`src/rtl/cmd_addr_sequencer.sv`:
```
// rtl/cmd_addr_sequencer.sv - NAND command/address latch sequencer: CMD1, address bytes LSB first, optional CMD2.
// Define SEQ_WB_WAIT_EN to add the tWB count and ready/busy wait after CMD2.
module cmd_addr_sequencer (
  input  logic        clk,
  input  logic        nreset,
  input  logic        start,
  input  logic [7:0]  cmd1,
  input  logic [39:0] addr,
  input  logic [2:0]  addr_cycles,
  input  logic [7:0]  cmd2,
  input  logic        cmd2_valid,
  input  logic        latch_busy,
  input  logic        rb_n,
  output logic        latch_activate,
  output logic [15:0] latch_data,
  output logic        latch_type,
  output logic        ce_n,
  output logic        busy,
  output logic        done
);

`ifdef SEQ_WB_WAIT_EN
  localparam int T_WB = 8;
  typedef enum logic [2:0] {IDLE, ISSUE, ACK, RELEASE, NEXT, WB, RB, FINISH} state_t;
  logic [3:0] wb_cnt;
`else
  typedef enum logic [2:0] {IDLE, ISSUE, ACK, RELEASE, NEXT, FINISH} state_t;
  logic unused_rb_n;
  assign unused_rb_n = rb_n;
`endif

  typedef enum logic [1:0] {ITEM_CMD1, ITEM_ADDR, ITEM_CMD2} item_t;

  state_t      state;
  item_t       item;
  logic [39:0] addr_q;
  logic [7:0]  cmd2_q;
  logic        cmd2_valid_q;
  logic [2:0]  n_addr;
  logic [2:0]  idx;

  logic [2:0]  next_idx;
  logic        more_addr;
  logic [39:0] addr_shift;
  logic [2:0]  addr_clamped;

  // Which address byte NEXT would hand out, and whether one is still pending.
  always_comb begin
    next_idx     = (item == ITEM_CMD1) ? 3'd0 : idx + 3'd1;
    more_addr    = (item != ITEM_CMD2) && (next_idx < n_addr);
    addr_shift   = addr_q >> {next_idx, 3'b000};
    addr_clamped = (addr_cycles > 3'd5) ? 3'd5 : addr_cycles;
  end

  assign busy = (state != IDLE);

  always_ff @(posedge clk or negedge nreset) begin
    if (!nreset) begin
      state          <= IDLE;
      item           <= ITEM_CMD1;
      addr_q         <= '0;
      cmd2_q         <= '0;
      cmd2_valid_q   <= 1'b0;
      n_addr         <= '0;
      idx            <= '0;
      latch_activate <= 1'b0;
      latch_data     <= '0;
      latch_type     <= 1'b0;
      ce_n           <= 1'b1;
      done           <= 1'b0;
`ifdef SEQ_WB_WAIT_EN
      wb_cnt         <= '0;
`endif
    end else begin
      latch_activate <= 1'b0;
      done           <= 1'b0;
      case (state)
        IDLE: begin
          if (start) begin
            addr_q       <= addr;
            cmd2_q       <= cmd2;
            cmd2_valid_q <= cmd2_valid;
            n_addr       <= addr_clamped;
            idx          <= '0;
            item         <= ITEM_CMD1;
            latch_data   <= {8'h00, cmd1};
            latch_type   <= 1'b1;
            ce_n         <= 1'b0;
            state        <= ISSUE;
          end
        end
        ISSUE: begin
          if (!latch_busy) begin
            latch_activate <= 1'b1;
            state          <= ACK;
          end
        end
        ACK: begin
          if (latch_busy) state <= RELEASE;
        end
        RELEASE: begin
          if (!latch_busy) state <= NEXT;
        end
        NEXT: begin
          if (more_addr) begin
            item       <= ITEM_ADDR;
            idx        <= next_idx;
            latch_data <= {8'h00, addr_shift[7:0]};
            latch_type <= 1'b0;
            state      <= ISSUE;
          end else if (item != ITEM_CMD2 && cmd2_valid_q) begin
            item       <= ITEM_CMD2;
            latch_data <= {8'h00, cmd2_q};
            latch_type <= 1'b1;
            state      <= ISSUE;
`ifdef SEQ_WB_WAIT_EN
          end else if (item == ITEM_CMD2) begin
            wb_cnt <= '0;
            state  <= WB;
`endif
          end else begin
            done  <= 1'b1;
            ce_n  <= 1'b1;
            state <= FINISH;
          end
        end
`ifdef SEQ_WB_WAIT_EN
        WB: begin
          if (wb_cnt == 4'(T_WB - 1)) state <= RB;
          else wb_cnt <= wb_cnt + 4'd1;
        end
        RB: begin
          if (rb_n) begin
            done  <= 1'b1;
            ce_n  <= 1'b1;
            state <= FINISH;
          end
        end
`endif
        // done is visible during FINISH, so start cannot be taken in that cycle.
        FINISH: state <= IDLE;
        default: state <= IDLE;
      endcase
    end
  end

endmodule
```
`config.mk`:
```
export PLATFORM = sky130hd
export DESIGN_NAME = cmd_addr_sequencer
export DESIGN_NICKNAME = d
export VERILOG_FILES = /design/src/rtl/cmd_addr_sequencer.sv
export SDC_FILE = /design/constraint.sdc
export NUM_CORES = 1
export LEC_CHECK = 0
export BUFFER_PORTS_ARGS = -buffer_cell sky130_fd_sc_hd__buf_4
export CORE_ASPECT_RATIO = 1.25
export CORE_MARGIN = 4
export CORE_UTILIZATION = 54
export DETAILED_ROUTE_END_ITERATION = 8
export GPL_ROUTABILITY_DRIVEN = 0
export PLACE_DENSITY = 0.84
export RECOVER_POWER = 25
export SLEW_MARGIN = 20
export SYNTH_ARGS = -nofsm -noshare
export SYNTH_HDL_FRONTEND = slang
export SYNTH_SLANG_ARGS = --single-unit
```
`constraint.sdc`:
```
create_clock -name clk -period 3.85 [get_ports clk]
set_clock_uncertainty 0.1 [all_clocks]
set_input_delay 0.5775 -clock clk [delete_from_list [all_inputs] [get_ports clk]]
set_output_delay 0.5775 -clock clk [all_outputs]
set_load 0.02 [all_outputs]
```
==> impl_metrics.py <==
metrics = {
    "routing": {
        "dr.first_iter.drc_count": 185,
        "wl_um": 8206,
        "vias_per_cell": 5.419,
        "wl_per_cell_um": 14.63,
        "route.detailed.drc": 0,
        "ant_nets": 0,
        "vias": 3040,
        "firstDrtPassIters": 4,
    },
    "pwr": {
        "p_leak_uw": 0.002142,
        "finalPower_uw": 3078,
        "seqPwrFrac": 0.433,
        "clkPwrFrac": 0.171,
        "p_int_uw": 1861,
        "peakVddDrop_uv": 409.7,
        "power_density_nw_per_um2": 710.9,
        "power_frac_comb": 0.396,
        "switching_power_uw": 1218,
        "swShare": 0.3956,
    },
    "setup_path": {
        "startpoint_type": "flip-flop",
        "worstSetupEndpointType": "flip-flop",
        "critPathMaxFanout": 11,
        "crit_required_ps": 4010,
        "worst_ep_arrival_time_ps": 3420,
        "path_class": "flip-flop to flip-flop",
    },
    "clock_network": {
        "post-cts-setup-buffer-count": 0,
        "cts.path.max_buffers": 2,
        "cts_tree": "done",
        "ctsHoldBuffers": 0,
        "numCtsBuffers": 9,
        "clkSinkCount": 72,
        "htreeDepth": 3,
        "root_buffer": "clkbuf_8",
        "path_clk_slew_ps": 70,
        "clk_latency_ps": 340,
        "ctsResizeCount": 0,
    },
    "floorplanning": {
        "dieArea_um2": 8108,
        "rows": 33,
        "fp.dieW_um": 81.35,
        "pin_count": 86,
        "core_area_um2": 6565,
        "initial_core_util": 0.5531,
        "die-height_um": 99.68,
    },
    "global_route": {
        "antenna_found_initial": 0,
        "grt.total_usage": 0.2108,
        "grt_pass1_vias": 2858,
        "grt_max_degree": 73,
        "overflow": 0,
        "grt_first_pass_wirelength_um": 13100,
    },
    "synthesis": {
        "synth.distinct_cells": 48,
        "ys_seq_elements": 72,
        "synth_top_cells_by_area": "dfrtp_1 49%, nand2_1 17%, a21oi_1 2.3%",
        "syn_inst": 404,
        "synth_edf_count": 0,
        "yosysSeqAreaShare": 0.4966,
        "synth_top_cell_by_area": "dfrtp_1",
        "synth_top_cell_area_share": 0.4893,
        "synth_ff_type": "dfrtp_1",
        "syn_area_um2": 3631,
        "synthArstFlopShare": 1.000,
        "yosysWarnings": 0,
        "synth_area_per_cell_um2": 8.988,
    },
    "sta": {
        "layout_worst_path_cycle_share": 0.8444,
        "finalHoldViolCount": 0,
        "rsz0062_at_grt": "no",
        "whs_ps": 316.0,
        "final.setup.tns_ps": 0,
        "tightest_slew_ps": 1745,
        "fmax_ghz": 0.3076,
        "finalSetupViolCount": 0,
        "period_minus_slack_ps": 3251,
        "slew_viol_final": 73,
        "slew_headroom": -0.1636,
    },
    "layout": {
        "final_cell_mix": "162 x nand2_1, 77 x buf_4, 71 x dfrtp_1",
        "final_common_cell": "nand2_1",
        "antenna_cells": 0,
        "area_growth_pct": 19.26,
        "fillCellCount": 564,
        "final_nets": 537,
        "final_cells": 561,
        "layout-drive-gt1-share": 0.2131,
    },
    "placed_design": {
        "place.port_buffers": 76,
        "dp.final_hpwl_um": 5798,
        "dp_cells": 545,
    },
    "status": {
        "failed_checks": "max-capacitance violations, max-slew violations",
        "outcome": "finished with violations",
    },
    "worst_hold_path": {
        "hp-class": "primary input to flip-flop",
    },
    "flow_run": {
        "drv_cap": 1,
    },
}
[critical path, stage by stage, from the launching register on]
cell	delay [ps]
dfrtp_1	410
ha_1	470
o21a_1	360
ha_1	330
o21ai_0	200
a32oi_2	150
nor3_2	590
o221ai_1	340
a31oi_1	230
[layout make-up]
cell class	count	area, µm²	area share
Timing Repair Buffer	78	583.1	0.1346
Tap cell	87	108.9	0.02514
Inverter	7	26.28	0.006068
Clock inverter	1	5.005	0.001156
Sequential cell	72	1803	0.4164
Clock buffer	15	166.4	0.03843
Multi-Input combinational cell	301	1638	0.3782
[Yosys cell counts (7+ instances only)]
library cell    n
a31oi_1         7
dfrtp_1        71
nor2b_1        11
and2_1          8
inv_1           7
nand3b_1       10
a221o_1         7
clkbuf_1        9
o221ai_1        7
buf_4           9
nand2_1       162
buf_2           9
mux2i_1         8
a22oi_1         9
a21oi_1        17
[power groups by stage]
| stage | registers (µW) | clock network (µW) | logic [µW] |
|---|---|---|---|
| 4_1_cts | 1330 | 537 | 1230 |
| 3_5_place_dp | 1340 | 0 | 1220 |
| 6_report | 1330 | 527 | 1220 |
| 5_1_grt | 1370 | 572 | 1370 |
| 2_1_floorplan | 1330 | 0 | 853 |
| 3_3_place_gp | 1330 | 0 | 1180 |
[final timing paths]
kind	startpoint	end	slack (ps)	depth (start not counted)
min reg2reg	addr_q[23]	addr_q[23]	380	2
max	idx[1]	latch_data[7]	600	8
max reg2reg	idx[1]	latch_data[7]	600	8
min in group asynchronous	nreset	done	580	1
max in group asynchronous	nreset	addr_q[34]	2020	1
min	cmd2[1]	cmd2_q[1]	320	3
[flip-flops by register name (all words and copies together) (netlist names)]
name / cells
addr_q: 40
cmd2_q: 8
latch_data: 8
idx: 3
n_addr: 3
state: 3
item: 2
ce_n: 1
cmd2_valid_q: 1
done: 1
latch_activate: 1
latch_type: 1
[cells by family (layout without fill, tap and decap cells)]
logic type	Yosys count	count (layout)	share of synthesized area
and+or+nand+nor	206	206	0.2478
AOI/OAI and AO/OA	72	72	0.1513
DFF	72	72	0.4966
buffers and inverters	38	101	0.05996
muxes	10	10	0.02826
adders and majority gates	3	3	0.01034
xor gates and xnor gates	2	2	0.004825
other	1	8	0.001033
[metal layers]
metal	up-vias	wire [µm]	GRT usage
li1	1478	-	-
met5	-	0	0
met3	15	497	0.05888
met1	1447	3330	0.2660
met4	0	190	0.07542
met2	100	4188	0.3432
[through the flow]
stage | cell area [µm²] | worst slack [ps] | util
final | 4330 | 598.9 | 0.6596
after CTS | 4333 | 646.5 | 0.6600
after global placement | 4161 | 740.8 | 0.6339
after global routing | 4330 | 396.0 | 0.6596
after floorplan | 3657 | 1170 | -
after detailed placement | 4161 | 692.3 | 0.6339
(Power assumes the default switching activity.)
